File: src/rtl/counter_control.sv
// Control FSM for the 16-bit counter datapath: sequences clear, paced +/-1 loads
// and completion from host commands and the datapath z/m flags.
module counter_control #(
   parameter int TICK_DIV = 4,
   parameter int TICK_W   = 16
) (
   input  logic clk,
   input  logic reset,
   input  logic start,
   input  logic dir,
   input  logic stop,
   input  logic clr_req,
   input  logic z,
   input  logic m,
   output logic op,
   output logic c_ld,
   output logic c_clr,
   output logic busy,
   output logic done
);

   typedef enum logic [1:0] {IDLE, CLEAR, RUN, DONE} state_t;

   localparam logic [TICK_W-1:0] TICK_LAST = TICK_W'(TICK_DIV - 1);

   state_t              state, state_nxt;
   logic                dir_r;
   logic [TICK_W-1:0]   tick_cnt;
   logic                tick_hit;
   logic                term;

   assign tick_hit = (tick_cnt == TICK_LAST);
   // z/m describe the current C, so checking them before each load prevents wrap
   assign term     = dir_r ? z : m;
   assign op       = dir_r;

   always_ff @(posedge clk) begin
      if (reset) begin
         state    <= IDLE;
         dir_r    <= 1'b0;
         tick_cnt <= '0;
      end else begin
         state <= state_nxt;
         if (state == IDLE && !clr_req && start)
            dir_r <= dir;
         // held at zero outside RUN, so every run starts its first tick period fresh
         if (state == RUN && !tick_hit)
            tick_cnt <= tick_cnt + 1'b1;
         else
            tick_cnt <= '0;
      end
   end

   always_comb begin
      state_nxt = state;
      case (state)
         IDLE: begin
            if (clr_req)    state_nxt = CLEAR;
            else if (start) state_nxt = RUN;
         end
         CLEAR: state_nxt = IDLE;
         RUN: begin
            if (stop)                  state_nxt = IDLE;
            else if (tick_hit && term) state_nxt = DONE;
         end
         DONE:    state_nxt = IDLE;
         default: state_nxt = IDLE;
      endcase
   end

   // stop must veto a load in the very cycle it is raised, hence its only output path
   always_comb begin
      c_ld  = 1'b0;
      c_clr = 1'b0;
      busy  = 1'b0;
      done  = 1'b0;
      case (state)
         CLEAR: begin
            c_clr = 1'b1;
            busy  = 1'b1;
         end
         RUN: begin
            busy = 1'b1;
            c_ld = tick_hit && !term && !stop;
         end
         DONE:    done = 1'b1;
         default: ;
      endcase
   end

endmodule
File: config.mk
export PLATFORM = sky130hd
export DESIGN_NAME = counter_control
export DESIGN_NICKNAME = d
export VERILOG_FILES = /design/src/rtl/counter_control.sv
export SDC_FILE = /design/constraint.sdc
export NUM_CORES = 1
export LEC_CHECK = 0
export BUFFER_PORTS_ARGS = -buffer_cell sky130_fd_sc_hd__buf_2
export CAP_MARGIN = 5
export CORE_MARGIN = 2
export CORE_UTILIZATION = 40
export DETAILED_ROUTE_END_ITERATION = 7
export GPL_TIMING_DRIVEN = 0
export PLACE_DENSITY = 0.61
export SLEW_MARGIN = 20
export SYNTH_ARGS = -nofsm -noshare
export SYNTH_HDL_FRONTEND = slang
export SYNTH_SLANG_ARGS = --single-unit
File: constraint.sdc
create_clock -name clk -period 2.1 [get_ports clk]
set_input_delay 0.315 -clock clk [delete_from_list [all_inputs] [get_ports clk]]
set_output_delay 0.315 -clock clk [all_outputs]
set_load 0.02 [all_outputs]
# Yosys cells after proc, flatten, opt, wreduce, memory -nomap -nowiden
# Index checks and enable logic that the tools add are counted.
# Widths: inputs -> output; s select.
totals:
  reg_bits: 19
  in_bits: 8
  out_inout_bits: 5
op_classes:
  addsub: 1
  eq_ne: 6
  muxes: 10
  bitwise: 1
  n_reduce_logical: 15
ops:
  columns: ["operator", "count"]
  rows:
  - ["$add 16x1->16 const B", 1]
  - ["$eq 16x2->1 const B", 1]
  - ["$mux 2", 4]
  - ["$logic_and 1x1->1", 6]
  - ["$pmux 2 s3", 1]
  - ["$reduce_or 2->1", 3]
  - ["$mux 1", 5]
  - ["$eq 2x2->1 const B", 2]
  - ["$logic_not 1->1", 4]
  - ["$ne 3x2->1 const B", 1]
  - ["$ne 3x3->1 const B", 1]
  - ["$eq 2x1->1 const B", 1]
  - ["$logic_not 2->1", 1]
  - ["$reduce_and 2->1", 1]
  - ["$not 1->1", 1]

# Longest topological paths before layout
# Gate-level depths: netlist (run 1).
depth:
  word_depth: 5
  depth_mapped: 6
  ltp_nobuf: 6

# Least setup slack after synthesis (run 1)
# Ideal clock, no wire load.
synth_timing:
  path_type: "reg2out"
  from: "register tick_cnt[0]"
  to: "output port c_ld"
  arrival_ps: 1472
  t_required_ps: 1785
  slack_ps: 313
  path_stages_with_launch: 5
  cell_sequence: "dfxtp_1 -> ha_1 -> nor4b_2 -> nand4_1 -> nor3_1"
synth_between:
  elab_chain_cells: 4
synth_lines:
  columns: ["element", "line_no", "rtl"]
  rows:
  - ["start: declaration", "28", "logic [TICK_W-1:0] tick_cnt;"]
  - ["start signal: assignment", "48", "tick_cnt <= tick_cnt + 1'b1;"]
  - ["$eq 16x2->1", "32", "assign tick_hit = (tick_cnt == TICK_LAST);"]
  - ["$logic_and 1x1->1 (2 in series)", "84", "c_ld = tick_hit && !term && !stop;"]
  - ["$mux 1", "77", "case (state)"]
  - ["end: declaration", "16", "output logic c_ld,"]
# No other way between the ends.

# Worst setup path in the final report (run 1)
layout_timing:
  from: "register tick_cnt[1]"
  to: "output port c_ld"
# The elaborated chain is that of the path after synthesis.

==> reports/results.txt, run 1 <==
Initial DRC Count = 14
Final Max Tran Viols = 0
Hold Path Class = primary input to flop
Cells after synthesis = 109
Max-cap violation count = 0
Layout cell share with drive strength beyond 1 = 26.2%
Int Pwr = 467 uW
Crit-path max FO = 5
Max clock buf depth = 2
DR vias/cell = 5.10
First-pass GRT wire length = 3150 um
Post-route cell area = 0.00115 mm2
CTS root buffer = clkbuf_4
Count of final setup violators = 0
Final wirelength = 1900 um
Fin nets = 140
Syn_nets = 122
Rel. slew slack = 79.1%
PD cells = 533 mW/mm2
Total gr overflow = 0
Tcrit/Tclk final = 94.3%
Distinct cells, synth = 33
Chip height = 54.2 um
Detail Placement HPWL = 1390 um
Number of synthesized register bits = 19
Die area = 0.00294 mm2
Fin Setup TNS = 0 ns
Crit path cell chain = ha_2, nor4b_4, nand4_1, nor3_1, buf_2
CP max stage cell = dfxtp_1
Critical path endpoint = c_ld
Largest net degree at the start of global routing = 11
Critical Path Source = tick_cnt[1]
Reg-to-reg slack, setup = 0.41 ns
Max stage delay on crit path = 0.36 ns
Critical Path Source Type = flop
Clock transition at path regs = 0.10 ns
CTS buffer count = 3
Die X = 54.2 um
CP arrival = 1.67 ns
Reg-to-reg startpoint = tick_cnt[1]
Reg power frac = 60.5%
Area grow syn2layout = 14.3%
Measured slew at the worst slew-check pin = 0.311 ns
Initial Utilization = 41.5%
Rows = 18
Core area = 0.00243 mm2
Antenna-violating nets left = 0
Antenna violations before repair = 0
Final Skew = 0.00294 ns
Clock Sinks = 19
Hold Vio Cnt, Final = 0
Comb pwr share = 10.5%
Syn. warnings = 0
Pre-antenna DRT Iters = 4
Clock group share of total power = 29.0%
CTS tree = done
Commonest non-fill, non-tap cells in the layout = nor2_1 (18), dfxtp_1 (18), xnor2_1 (12), buf_2 (12)
Syn Area/Cell = 9.26 um2
Peak supply drop = 0.374 mV
WHS = 0.246 ns
Drt wl/cell = 12.2 um
Max Freq = 505 MHz
Cts hold-fix bufs = 0
GR Util All Layers = 14.7%
Status = complete, no violations
Sw Ratio = 24.0%
Tot Pwr = 615 uW
Reg2reg path depth = 6
Critical Path RT = 1.78 ns
PortBufs = 12
Placed cell area = 0.00111 mm2
Min cycle time layout = 1.98 ns
# DRC = 0
Vias in the first global route = 745
Mapped cell area = 0.00101 mm2
H-tree level count = 1
Switching pwr = 148 uW
Final GP Congestion = 0.807
Vias = 795
Leak pwr = 0.000378 uW
Clock Latency Late Sink = 0.29 ns
Crit path capture type = output port
Register area share after synthesis = 37.7%
R2r endpoint = state[1]
Setup CP Type = flop to output port
Ant diodes = 0
IO Pins = 13
how the worst min path moves through the flow:
stage                      startpoint     endpoint  slack [ns]  cells after the start
after floorplan                 reset     state[1]        0.38                      1
after global placement    tick_cnt[0]  tick_cnt[0]        0.44                      1
after detailed placement  tick_cnt[0]  tick_cnt[0]        0.45                      1
after CTS                       reset     state[1]        0.23                      2
after global routing            reset     state[1]        0.24                      2
final                           reset     state[1]        0.25                      2
per-stage QoR:
step / setup WS [ns] / std cells / util [%]
floorplan: 0.313 / 109 / -
global placement: 0.303 / 151 / 45.5
detailed placement: 0.305 / 151 / 45.5
CTS: 0.00721 / 155 / 46.6
global route: -0.00460 / 156 / 47.4
finish: 0.119 / 156 / 47.4
state kept, by name (all words and copies together), names as in the netlist:
register / count
state: 2
op: 1
tick_cnt: 16
worst max-delay path, delay by kind of cell, from the launching register on:
family	cells	cell delay (ns)
and+or+nand+nor	3	0.60
DFF	1	0.36
adders and majority gates	1	0.24
buffers and inverters	1	0.19
cell type report:
cell class                      count  area, um2
Timing Repair Buffer               13       67.6
Fill cell                         245       1280
Inverter                            5       18.8
Tap cell                           30       37.5
Multi-Input combinational cell     84        614
Sequential cell                    19        382
Buffer                              1       7.51
Clock buffer                        4       26.3
power groups by stage:
stage	sequential [uW]	combinational (uW)	clock, uW
after floorplan	380	44.5	0
after global placement	379	63.6	0
after detailed placement	380	64.3	0
after CTS	372	65.3	188
after global routing	373	72.1	204
final	372	64.6	178
what timing repair did:
action                                 in CTS  in global routing
gates resized for setup                     0                  3
setup buffers                               0                  1
setup endpoints to repair                   0                  1
endpoints found under the hold margin       0                  0
Yosys cell counts, drive strengths merged:
cell type | number | area share, %
nand3 | 6 | 3.5
xor2 | 2 | 1.7
a2111oi | 1 | 1.5
nor4 | 6 | 5.8
and4 | 1 | 1.1
a211oi | 1 | 0.74
inv | 5 | 1.9
nand2 | 4 | 1.5
a21oi | 3 | 1.5
and4b | 1 | 0.99
mux2i | 1 | 0.99
dfxtp | 19 | 38
or3 | 1 | 0.62
a31o | 1 | 0.87
buf | 1 | 0.74
nor3b | 1 | 0.74
nand3b | 2 | 1.5
nor2 | 21 | 8.5
nand4 | 4 | 3.1
ha | 5 | 6.2
nor4b | 1 | 1.5
nor3 | 6 | 3.5
nand2b | 1 | 0.62
or3b | 1 | 0.87
o41ai | 1 | 0.87
xnor2 | 12 | 10
mux2 | 1 | 1.1
layer usage:
metal / share of wire, % / wire length, um / track usage [%] / vias up
li1: - / - / - / 417
met1: 47 / 884 / 18.1 / 359
met2: 48 / 906 / 25.3 / 17
met3: 4.8 / 92 / 2.73 / 2
met4: 0.79 / 15 / 5.83 / 0
met5: 0 / 0 / 0 / -
cells by family (layout without fill, tap and decap cells):
logic type	after synthesis	count (layout)	synth area share [%]
AND/OR/NAND/NOR	56	56	33.8
flip-flops	19	19	37.7
XOR/XNOR	14	14	12.1
AO/OA/AOI/OAI	7	7	5.45
buffers and inverters	6	23	2.60
adder cells (fa/ha/maj)	5	5	6.20
multiplexers	2	2	2.11
(Power assumes the default switching activity.)
==> run 2, diff against run 1 <==
--- a/config.mk
+++ b/config.mk
@@ -11,7 +11,7 @@
 export CORE_UTILIZATION = 40
 export DETAILED_ROUTE_END_ITERATION = 7
 export GPL_TIMING_DRIVEN = 0
-export PLACE_DENSITY = 0.61
+export PLACE_DENSITY = 0.65
 export SLEW_MARGIN = 20
 export SYNTH_ARGS = -nofsm -noshare
 export SYNTH_HDL_FRONTEND = slang
==> reports/results.txt, run 2 (synthesis results as in run 1) <==
Comb pwr share = 10.5% (about the same)
Peak supply drop = 0.523 mV (was 0.374 mV)
CP max stage cell = dfxtp_2 (was dfxtp_1)
Post-Route Utilization = 47.9% (was 47.4%)
Vias in the first global route = 727 (was 745)
FILL cells = 240 (was 245)
Antenna violations before repair = 0 (unchanged)
PortBufs = 12 (unchanged)
Final wirelength = 1930 um (was 1900 um)
Leak pwr = 0.000373 uW (was 0.000378 uW)
Antenna-violating nets left = 0 (unchanged)
Measured slew at the worst slew-check pin = 0.314 ns (was 0.311 ns)
Commonest non-fill, non-tap cells in the layout = nor2_1 (18), dfxtp_1 (17), xnor2_1 (12), buf_2 (12) (was nor2_1 (18), dfxtp_1 (18), xnor2_1 (12), buf_2 (12))
Count of final setup violators = 0 (unchanged)
Ant diodes = 0 (unchanged)
Max clock buf depth = 2 (unchanged)
CTS tree = done (unchanged)
Initial DRC Count = 8 (was 14)
Area grow syn2layout = 15.5% (was 14.3%)
Detail Placement HPWL = 1410 um (was 1390 um)
Switching pwr = 163 uW (was 148 uW)
Crit-path max FO = 5 (unchanged)
Final Max Tran Viols = 0 (unchanged)
Total gr overflow = 0 (unchanged)
Final Worst Setup Slack = 0.123 ns (was 0.119 ns)
Setup WS pre-CTS = 0.283 ns (was 0.305 ns)
Initial Utilization = 41.5% (unchanged)
Fin nets = 139 (was 140)
Die X = 54.2 um (unchanged)
Crit path capture type = output port (unchanged)
Postcts setup bufs = 0 (unchanged)
Status = complete, no violations (unchanged)
Multi-input logic area = 629 um2 (was 614 um2)
CTS buffer count = 3 (unchanged)
CTS root buffer = clkbuf_4 (unchanged)
Tot Pwr = 629 uW (was 615 uW)
Most common cell after layout, fill and taps aside = nor2_1
Layout cell share with drive strength beyond 1 = 28.0% (was 26.2%)
Max reg flops = 16 (unchanged)
Setup CP Type = flop to output port (unchanged)
Max stage delay on crit path = 0.39 ns (was 0.36 ns)
Reg power frac = 59.2% (was 60.5%)
Die area = 0.00294 mm2 (unchanged)
Chip height = 54.2 um (unchanged)
Hold Path Class = primary input to flop (unchanged)
DR vias/cell = 5.25 (was 5.10)
PD cells = 539 mW/mm2 (was 533 mW/mm2)
Largest net degree at the start of global routing = 13 (was 11)
Tcrit/Tclk final = 94.1% (was 94.3%)
First-pass GRT wire length = 3260 um (was 3150 um)
Pre-antenna DRT Iters = 4 (unchanged)
IO Pins = 13 (unchanged)
Fin Setup TNS = 0 ns (unchanged)
Sw Ratio = 25.9% (was 24.0%)
# DRC = 0 (unchanged)
Critical Path RT = 1.78 ns (about the same)
Crit path cell chain = ha_4, nor4b_4, nand4_1, nor3_2, buf_2 (was ha_2, nor4b_4, nand4_1, nor3_1, buf_2)
Clock Sinks = 19 (unchanged)
CP arrival = 1.66 ns (was 1.67 ns)
Vias = 813 (was 795)
Rel. slew slack = 78.9% (was 79.1%)
Core area = 0.00243 mm2 (unchanged)
GR Util All Layers = 15.3% (was 14.7%)
Largest Register = tick_cnt (unchanged)
Max-cap violation count = 0 (unchanged)
Cts hold-fix bufs = 0 (unchanged)
H-tree level count = 1 (unchanged)
Max Freq = 506 MHz (was 505 MHz)
Rows = 18 (unchanged)
Drt wl/cell = 12.5 um (was 12.2 um)
Final GP Congestion = 0.719 (was 0.807)
Clock group share of total power = 30.3% (was 29.0%)
Min cycle time layout = 1.98 ns (about the same)
Clock transition at path regs = 0.12 ns (was 0.10 ns)
Hold Vio Cnt, Final = 0 (unchanged)
Register area = 383 um2 (was 382 um2)
Clock Latency Late Sink = 0.30 ns (was 0.29 ns)
Final Skew = 0.00930 ns (was 0.00294 ns)
Critical Path Source Type = flop (unchanged)
Int Pwr = 466 uW (was 467 uW)
RSZ-0062 raised after global routing = no
[run 2: cell count changes in the layout (fill, tap and decap cells not counted)]
cell	change
dfxtp_1	-1
buf_4	-1
clkbuf_1	-1
ha_2	-1
nor3_2	+1
clkinvlp_4	+1
nor3_1	-1
dfxtp_2	+1
ha_4	+1
[run 2: area by class of cell]
cell class                      instances  area share [%]
Clock inverter                          1           0.644
Timing Repair Buffer                   12            5.15
Buffer                                  1           0.644
Inverter                                5            1.61
Tap cell                               30            3.22
Clock buffer                            3            1.93
Sequential cell                        19            32.8
Multi-Input combinational cell         84            54.0
[run 2: through the flow]
step / area [um2] / hold slack (ns) / instances
global route: 1170 / 0.232 / 155
detailed placement: 1110 / 0.452 / 151
CTS: 1150 / 0.228 / 155
finish: 1170 / 0.245 / 155
global placement: 1110 / 0.439 / 151
floorplan: 1010 / 0.384 / 109
[run 2: worst paths after layout]
check / startpoint / to / slack, ns / cells after the start
max: tick_cnt[0] / c_ld / 0.12 / 5
min: reset / state[1] / 0.25 / 2
min reg2reg: tick_cnt[0] / tick_cnt[0] / 0.47 / 1
max reg2reg: tick_cnt[0] / tick_cnt[12] / 0.41 / 6
[run 2: layer usage]
layer | GRT usage, % | up-vias | wire (um)
met3 | 2.46 | 2 | 41
met5 | 0 | - | 0
met4 | 5.00 | 0 | 10
met1 | 21.9 | 384 | 960
met2 | 23.5 | 9 | 921
li1 | - | 418 | -
[run 2: critical path: cells and delay by family, from the launching register on]
kind,cells,cell delay [ns]
buffers and inverters,1,0.18
DFF,1,0.39
adders and majority gates,1,0.18
and+or+nand+nor,3,0.61
[run 2: power groups by stage]
| stage | logic (uW) | registers, uW | clock network, uW |
|---|---|---|---|
| finish | 65.9 | 372 | 191 |
| floorplan | 44.5 | 380 | 0 |
| global placement | 63.2 | 379 | 0 |
| detailed placement | 65.3 | 380 | 0 |
| global route | 73.6 | 373 | 213 |
| CTS | 65.6 | 372 | 202 |
[run 2: what timing repair did]
item	4_1_cts	5_1_grt
setup endpoints to repair	1	1
hold endpoints to repair	0	0
gates resized for setup	2	4
==> run 3, diff against run 2 <==
==> constraint.sdc (replaced) <==
create_clock -name clk -period 1.95 [get_ports clk]
set_input_delay 0.2925 -clock clk [delete_from_list [all_inputs] [get_ports clk]]
set_output_delay 0.2925 -clock clk [all_outputs]
set_load 0.02 [all_outputs]
==> reports/results.txt, run 3 (synthesis results as in run 1) <==
CTS root buffer = clkbuf_4 (unchanged)
CP arrival = 1.57 ns (was 1.66 ns)
Vias = 817 (was 813)
Max reg flops = 16 (unchanged)
DR vias/cell = 5.17 (was 5.25)
Drt wl/cell = 12.2 um (was 12.5 um)
CTS buffer count = 3 (unchanged)
Layout cell share with drive strength beyond 1 = 29.7% (was 28.0%)
Measured slew at the worst slew-check pin = 0.314 ns (about the same)
Pre-antenna DRT Iters = 4 (unchanged)
Fin Setup TNS = 0 ns (unchanged)
Most common cell after layout, fill and taps aside = nor2_1 (unchanged)
H-tree level count = 1 (unchanged)
Rows = 18 (unchanged)
Switching pwr = 177 uW (was 163 uW)
Final Max Tran Viols = 0 (unchanged)
Antenna violations before repair = 0 (unchanged)
Initial Utilization = 41.5% (unchanged)
Critical Path Source = tick_cnt[1] (was tick_cnt[0])
Core area = 0.00243 mm2 (unchanged)
Hold Startpoint = reset (unchanged)
Peak supply drop = 0.591 mV (was 0.523 mV)
Antenna-violating nets left = 0 (unchanged)
CTS tree = done (unchanged)
Int Pwr = 502 uW (was 466 uW)
Chip height = 54.2 um (unchanged)
Reg power frac = 58.8% (was 59.2%)
Clock Latency Late Sink = 0.30 ns (about the same)
Fin nets = 142 (was 139)
Critical Path RT = 1.66 ns (was 1.78 ns)
GR Util All Layers = 15.1% (was 15.3%)
Vias in the first global route = 722 (was 727)
FILL cells = 237 (was 240)
Comb pwr share = 10.7% (was 10.5%)
Post-Route Utilization = 49.1% (was 47.9%)
Critical Path Source Type = flop (unchanged)
Clock transition at path regs = 0.12 ns (about the same)
Total gr overflow = 0 (unchanged)
Placed cell area = 0.00111 mm2 (unchanged)
Max clock buf depth = 2 (unchanged)
First-pass GRT wire length = 3220 um (was 3260 um)
Area grow syn2layout = 18.2% (was 15.5%)
Min cycle time layout = 1.86 ns
Die X = 54.2 um (unchanged)
Initial DRC Count = 6 (was 8)
Setup CP Type = flop to output port (unchanged)
PD cells = 569 mW/mm2 (was 539 mW/mm2)
Largest Register = tick_cnt (unchanged)
Post-route cell area = 0.00119 mm2 (was 0.00117 mm2)
Clock group share of total power = 30.5% (was 30.3%)
Commonest non-fill, non-tap cells in the layout = nor2_1 (18), dfxtp_1 (17), xnor2_1 (12) (was nor2_1 (18), dfxtp_1 (17), xnor2_1 (12), buf_2 (12))
IO Pins = 13 (unchanged)
Rel. slew slack = 78.9% (about the same)
Tcrit/Tclk final = 95.4%
Final Skew = 0.00983 ns (was 0.00930 ns)
Largest net degree at the start of global routing = 13 (unchanged)
Leak pwr = 0.000389 uW (was 0.000373 uW)
Count of final setup violators = 0 (unchanged)
Max Freq = 538 MHz
Status = complete, no violations (unchanged)
Crit path capture type = output port (unchanged)
Crit-path max FO = 2 (was 5)
RSZ-0062 raised after global routing = no (unchanged)
Ant diodes = 0 (unchanged)
# DRC = 0 (unchanged)
Sw Ratio = 26.1% (was 25.9%)
Hold Vio Cnt, Final = 0 (unchanged)
Reg-to-reg startpoint = state[0] (was tick_cnt[0])
Hold Path Class = primary input to flop (unchanged)
PortBufs = 12 (unchanged)
Max-cap violation count = 0 (unchanged)
Die area = 0.00294 mm2 (unchanged)
Final GP Congestion = 0.719 (unchanged)
Detail Placement HPWL = 1410 um (unchanged)
Final wirelength = 1930 um (about the same)
Clock Sinks = 19 (unchanged)
-- run 3: cell count changes in the layout (fill, tap and decap cells not counted) --
cell     delta
buf_4       +4
buf_2       -1
dfxtp_4     +1
dfxtp_2     -1
-- run 3: power by group through the flow --
| stage | clock network (uW) | registers, uW | logic (uW) |
|---|---|---|---|
| 4_1_cts | 218 | 400 | 70.9 |
| 3_3_place_gp | 0 | 408 | 68.1 |
| 6_report | 207 | 399 | 72.8 |
| 3_5_place_dp | 0 | 409 | 70.3 |
| 2_1_floorplan | 0 | 409 | 47.9 |
| 5_1_grt | 229 | 400 | 81.5 |
-- run 3: area by class of cell --
class	instances	area [um2]	share of cell area, %
clock buffers	3	22.5	1.89
multi-input cells	84	629	52.7
well taps	30	37.5	3.14
repair buffers	15	85.1	7.13
flip-flops and latches	19	385	32.3
inverters	5	18.8	1.57
plain buffers	1	7.51	0.629
clock inverters	1	7.51	0.629
-- run 3: worst max-delay path, cell delays in order, from the launching register on --
cell and delay (ns):
dfxtp_2 0.37, ha_4 0.14, nor4b_4 0.23, nand4_1 0.17, nor3_2 0.18, buf_4 0.16
-- run 3: stage by stage --
stage	hold WS, ns	power [uW]	cells	worst slack (ns)
6_report	0.221	679	158	0.0906
5_1_grt	0.209	711	158	0.00128
4_1_cts	0.206	689	155	0.000857
3_5_place_dp	0.452	479	151	0.133
3_3_place_gp	0.439	476	151	0.162
2_1_floorplan	0.361	457	109	0.186
-- run 3: repair_timing --
action	CTS	global route
gates resized for setup	6	2
pin swaps	0	3
setup endpoints to repair	1	1
hold buffers	0	0
buffers inserted	0	3
-- run 3: path summary, 6_finish.rpt --
check	endpoint	slack (ns)	cells past startpoint
worst max-delay path	c_ld	0.09	5
worst min-delay path	state[1]	0.22	2
worst max register to register	state[0]	0.32	6
worst min register to register	tick_cnt[0]	0.53	2
-- run 3: metal layers --
metal	vias up	share of wire, %	global-route usage, %
met2	6	47	23.5
li1	428	-	-
met1	381	49	21.4
met5	-	0	0
met4	0	0.52	5.00
met3	2	2.8	2.46
